<file path="config.mk">
export PLATFORM = sky130hd
export DESIGN_NAME = ls163_cascade_flat
export DESIGN_NICKNAME = d
export VERILOG_FILES = /design/src/rtl/ls163_cascade_if.sv /design/src/rtl/ls163_cascade.sv /design/src/flat_wrapper.sv
export SDC_FILE = /design/constraint.sdc
export NUM_CORES = 1
export LEC_CHECK = 0
export ABC_AREA = 1
export CAP_MARGIN = 10
export CORE_MARGIN = 4
export CORE_UTILIZATION = 35
export DETAILED_ROUTE_END_ITERATION = 6
export PLACE_DENSITY = 0.73
export SLEW_MARGIN = 20
export SYNTH_ARGS = -nofsm -noshare
export SYNTH_HDL_FRONTEND = slang
export SYNTH_SLANG_ARGS = --single-unit
export TNS_END_PERCENT = 30
</file>
<file path="constraint.sdc">
create_clock -name CLK -period 1.3 [get_ports CLK]
set_input_delay 0.26 -clock CLK [delete_from_list [all_inputs] [get_ports CLK]]
set_output_delay 0.26 -clock CLK [all_outputs]
set_load 0.005 [all_outputs]
</file>
<file path="src/rtl/ls163_cascade_if.sv">
// ls163_cascade_if: control, data and carry bundle for the cascaded counter
interface ls163_cascade_if #(parameter int STAGES = 2);
  logic CLR_n;
  logic LOAD_n;
  logic ENP;
  logic ENT;
  logic [4*STAGES-1:0] D;
  logic [4*STAGES-1:0] Q;
  logic RCO;
  logic [STAGES-1:0] STAGE_RCO;
  modport master (output CLR_n, LOAD_n, ENP, ENT, D, input Q, RCO, STAGE_RCO);
  modport slave (input CLR_n, LOAD_n, ENP, ENT, D, output Q, RCO, STAGE_RCO);
endinterface

</file>
<file path="src/rtl/ls163_cascade.sv">
// ls163_cascade: chain of 74LS163-style 4-bit counters linked RCO to ENT
module ls163_cascade #(
  parameter int STAGES = 2
) (
  input logic CLK,
  input logic RST,
  ls163_cascade_if.slave bus
);
  localparam int W = 4 * STAGES;
  logic [W-1:0] q;
  logic [W-1:0] q_next;
  logic [STAGES:0] ent_c;
  assign ent_c[0] = bus.ENT;
  for (genvar k = 0; k < STAGES; k++) begin : g_carry
    assign ent_c[k+1] = ent_c[k] & (&q[4*k +: 4]);
  end
  // each stage advances when ENP and its carry-in are high, all on one edge
  always_comb begin
    q_next = q;
    for (int i = 0; i < STAGES; i++)
      if (bus.ENP && ent_c[i]) q_next[4*i +: 4] = q[4*i +: 4] + 4'd1;
  end
  // reset and clear share the zero path; load beats counting
  always_ff @(posedge CLK) begin
    if (RST || !bus.CLR_n) q <= '0;
    else q <= !bus.LOAD_n ? bus.D : q_next;
  end
  assign bus.Q = q;
  assign bus.STAGE_RCO = ent_c[STAGES:1];
  assign bus.RCO = ent_c[STAGES];
endmodule

</file>
<file path="src/flat_wrapper.sv">
// flat-port wrapper written by rule: the top's interface ports become plain ports
module ls163_cascade_flat 
#(
  parameter int STAGES = 2
)
  (CLK, RST, bus_CLR_n, bus_LOAD_n, bus_ENP, bus_ENT, bus_D, bus_Q, bus_RCO, bus_STAGE_RCO);
  ls163_cascade_if #(.STAGES(STAGES)) bus_i ();
  input logic CLK;
  input logic RST;
  input wire logic [$bits(bus_i.CLR_n)-1:0] bus_CLR_n;
  input wire logic [$bits(bus_i.LOAD_n)-1:0] bus_LOAD_n;
  input wire logic [$bits(bus_i.ENP)-1:0] bus_ENP;
  input wire logic [$bits(bus_i.ENT)-1:0] bus_ENT;
  input wire logic [$bits(bus_i.D)-1:0] bus_D;
  output wire logic [$bits(bus_i.Q)-1:0] bus_Q;
  output wire logic [$bits(bus_i.RCO)-1:0] bus_RCO;
  output wire logic [$bits(bus_i.STAGE_RCO)-1:0] bus_STAGE_RCO;
  assign bus_i.CLR_n = bus_CLR_n;
  assign bus_i.LOAD_n = bus_LOAD_n;
  assign bus_i.ENP = bus_ENP;
  assign bus_i.ENT = bus_ENT;
  assign bus_i.D = bus_D;
  assign bus_Q = bus_i.Q;
  assign bus_RCO = bus_i.RCO;
  assign bus_STAGE_RCO = bus_i.STAGE_RCO;
  ls163_cascade #(.STAGES(STAGES)) u_core (.CLK(CLK), .RST(RST), .bus(bus_i));
endmodule
</file>
Word level (Yosys, flattened, before mapping)
Cells that the tools add are included.
{ "classes": {"bitwise": 2, "n_addsub": 2, "mux": 3, "reduce_logical": 6, "n_eq_ne": 2} }
{ "ops": {"columns": ["cell", "count"], "rows": [
  ["adder 4 x 1 -> 4 bit, second input constant", 2],
  ["two-way mux 4 bit", 2],
  ["two-way mux 8 bit", 1],
  ["AND reduction 4 bit", 2],
  ["!= test 2 x 1 -> 1 bit, second input constant", 2],
  ["AND 1 bit", 2],
  ["logical AND 1 bit", 2],
  ["zero test 1 bit", 1],
  ["logical OR 1 bit", 1]
]} }
{ "totals": {"wordCells": 17, "out_inout_bits": 11, "regBits": 8} }

Depth between registers and ports, before layout
{ "depth": {"ltp_word": 5, "mapped_depth": 8, "ltp_nobuf": 8} }

Worst setup path before layout
OpenSTA, ideal clock, no wires.
{ "synth_path": {"kind": "reg-to-output", "from": "register u_core.q[0] (netlist: u_core.bus.Q[0])", "to": "output port bus_STAGE_RCO[1]", "setup_slack_ps": -171, "stages_incl_launch_ff": 5, "arrival_time_ps": 1211, "path_cell_list": "dfxtp_1 ha_1 nand2_2 nor4_1 buf_4"} }
{ "synth_between": {"elab_chain_len": 3} }
{ "synth_rtl": {"columns": ["item", "line", "rtl"], "rows": [
  ["start, declared", "ls163_cascade.sv:10", "logic [W-1:0] q;"],
  ["start signal, assigned", "ls163_cascade.sv:26", "else q <= !bus.LOAD_n ? bus.D : q_next;"],
  ["AND reduction 4 bit", "ls163_cascade.sv:15", "assign ent_c[k+1] = ent_c[k] & (&q[4*k +: 4]);"],
  ["AND 1 bit (2 in series)", "ls163_cascade.sv:15", null],
  ["end, declared", "flat_wrapper.sv:17", "output wire logic [$bits(bus_i.STAGE_RCO)-1:0] bus_STAGE_RCO;"]
]} }
Every way passes these cells.

Worst setup path after layout
{ "layout_path": {"from": "register u_core.q[4] (netlist: u_core.bus.Q[4])", "to": "output port bus_STAGE_RCO[1]"} }
{ "layout_between": {"elab_chain_len": 2} }
{ "layout_rtl": {"columns": ["item", "line"], "rows": [
  ["AND reduction 4 bit", "ls163_cascade.sv:15"],
  ["AND 1 bit", "ls163_cascade.sv:15"]
]} }
Every way passes these cells.

==> metrics <==
status=complete, but fails checks; failing checks=setup timing; vias in the first global route=574; drt total wl=1556 um; dominant cell type by area after synthesis=dfxtp_1; Syn Nets=94; Rel. slew slack=0.8068; Bufs and invs on worst path=1; GPL Wtd Cong=0.7685; Antenna Nets Post-Route=0; post-DR vias/cell=between 4 and 5; #FFs+latches synth=8; max_cap viols=0; Fillers=130; CP top delay family=flip-flops; per-cell routed wire length=11.70 um; I/O pin cnt=25; layout cells sized above 1=0.3644; clock latency on the worst-skew pair=260 ps; top-count cell post-synth=nand2_1; CTS clk-pin slew, worst paths=60 ps; Sink Count=8; final setup margin=-181.5 ps; max-slew violation count=0; Mapped Cells=78; Initial DRC Count=18; Fin. Hold Viols=0; Ys Warns=0; PD cells=666.6 nW/um2; WHS=between 500 and 600 ps; Num CTS Buffers=3; n_diodes=0; largest cells by area after synthesis=dfxtp_1 30%, nand2_1 15%, nor2_4 6.3%; Tcrit/Tclk final=1.140; crit-path max cell delay=between 300 and 400 ps; Bufs on Longest Clock Path=2; Min-Delay Path Class=in -> reg; Mapped Avg Cell Area=a little under 7 um2; max reg flops=8; initial antenna violation count=0; Worst EP arrival=between 1000 and 1500 ps; Critical Path Start Type=flop; VDD IR-drop max=0.0004517 V; Port Buf Inserts=24; Die Wd=47.21 um; mapped cell area=538.0 um2; WP depth=4; full die area=2228 um2; Final Net Count=136; Commonest cells post-synth=21 x nand2_1, 8 x dfxtp_1, 8 x nor2_1; CP endpoint kind=output port; Fmax=0.6750 GHz; Worst Skew=8.365 ps; crit path max fanout=2; die height=about 47 um; Worst path slowest cell=dfxtp_2; placed insts=129; Req. time, crit path=1040 ps; Synth Flop Type=dfxtp_1; initial core utilization=0.3938; Slew @ Worst Pin=288.9 ps; GRT Total Usage=0.1616; row cnt=13; synth unique cells=23; final non-filler cell total=133; worst setup path class=reg -> out; unrepaired setup endpoints after global routing=yes; first-pass GRT wire length=2511 um; grt total ovfl=0; Power Total=633.1 uW; top cell type's share of synthesized area=0.2977; Initial DRT Pass Iterations=4; fin crit period=approximately 1500 ps; asr flop ratio synth=0; area delta synth->final=76.51%; register area share after synthesis=0.2977; depth of the CTS H-tree=1; Clock Tree Root=clkbuf_4; core box area=1366 um2; HPWL Detailed=1209 um; cell chain of the critical path=ha_4 -> nand2_4 -> nor4_4 -> buf_2; Reg2Reg Depth=9; vias=655; Final Setup Violations=3; Leak=0.0004769 uW; EDFF count, synth=0; CTS tree=yes; drt drc=0; Hold Path Stages=3; largest net degree at the start of global routing=11
[cell families (layout without fill, tap and decap cells)]
kind of cell               Yosys count  after routing  synth area share
adders and majority gates            2              2           0.04650
AOI/OAI and AO/OA                   10             10           0.09533
and+or+nand+nor                     50             50            0.4744
DFF                                  8              8            0.2977
buffers and inverters                8             48           0.08604
[per-layer routing]
layer / share of wire / vias up / track usage
met5: 0 / - / 0
met4: 0.015 / 0 / 0.06630
met3: 0.082 / 2 / 0.04981
met2: 0.49 / 28 / 0.2710
met1: 0.41 / 285 / 0.1900
li1: - / 340 / -
[report_power, final]
| group | switching (uW) | leakage (uW) | internal, uW |
|---|---|---|---|
| Combinational | 72.0 | 0.000394 | 90.5 |
| Sequential | 8.67 | 0.0000688 | 257 |
| Clock | 98.4 | 0.0000138 | 107 |
[tightest hold or removal path, delay by kind of cell]
family	cells	cell delay, ps
compound gates	1	70
buf+inv	1	400
simple gates	1	70
[worst paths after layout]
path | from | end | slack, ps
setup / recovery | u_core.bus.Q[4]$_SDFFE_PP0P_ | bus_STAGE_RCO[1] | -180
hold / removal | bus_D[2] | u_core.bus.Q[2]$_SDFFE_PP0P_ | 580
setup reg to reg | u_core.bus.Q[0]$_SDFFE_PP0P_ | u_core.bus.Q[5]$_SDFFE_PP0P_ | 60
hold reg to reg | u_core.bus.Q[7]$_SDFFE_PP0P_ | u_core.bus.Q[7]$_SDFFE_PP0P_ | 590
[timing repair]
item	CTS	global route
resized for setup	30	2
hold buffers	0	0
hold endpoints to repair	0	0
setup endpoints to repair	12	5
pin swaps	4	2
setup buffers	1	0
[cells in the final DEF (no fill, tap or decap), types with 3 or more instances in the layout]
master,count
a21oi_1,5
buf_2,3
buf_4,15
clkbuf_4,3
clkdlybuf4s50_1,12
dfxtp_2,8
dlygate4sd2_1,9
inv_1,3
nand2_1,20
nand2_4,3
nand3_1,5
nor2_1,8
nor2_4,3
o21ai_1,3
or2_1,3
[area by class of cell]
class                      instances  area (um2)  share of cell area
multi-input combinational         62       384.1              0.4045
timing repair buffer              39       326.6              0.3439
sequential                         8       170.2              0.1792
inverter                           6       27.53             0.02899
clock buffer                       3       22.52             0.02372
tap                               15       18.77             0.01976
[stage by stage]
step	util	instance area [um2]	setup TNS [ps]	setup WS, ps
2_1_floorplan	-	559.3	0	6.244
3_3_place_gp	0.6621	904.6	-2733	-558.7
3_5_place_dp	0.6621	904.6	-2954	-593.1
4_1_cts	0.6841	934.6	-441.7	-210.5
5_1_grt	0.6951	949.7	-574.0	-258.9
6_report	0.6951	949.7	-371.9	-181.5
(Power assumes the default switching activity.)
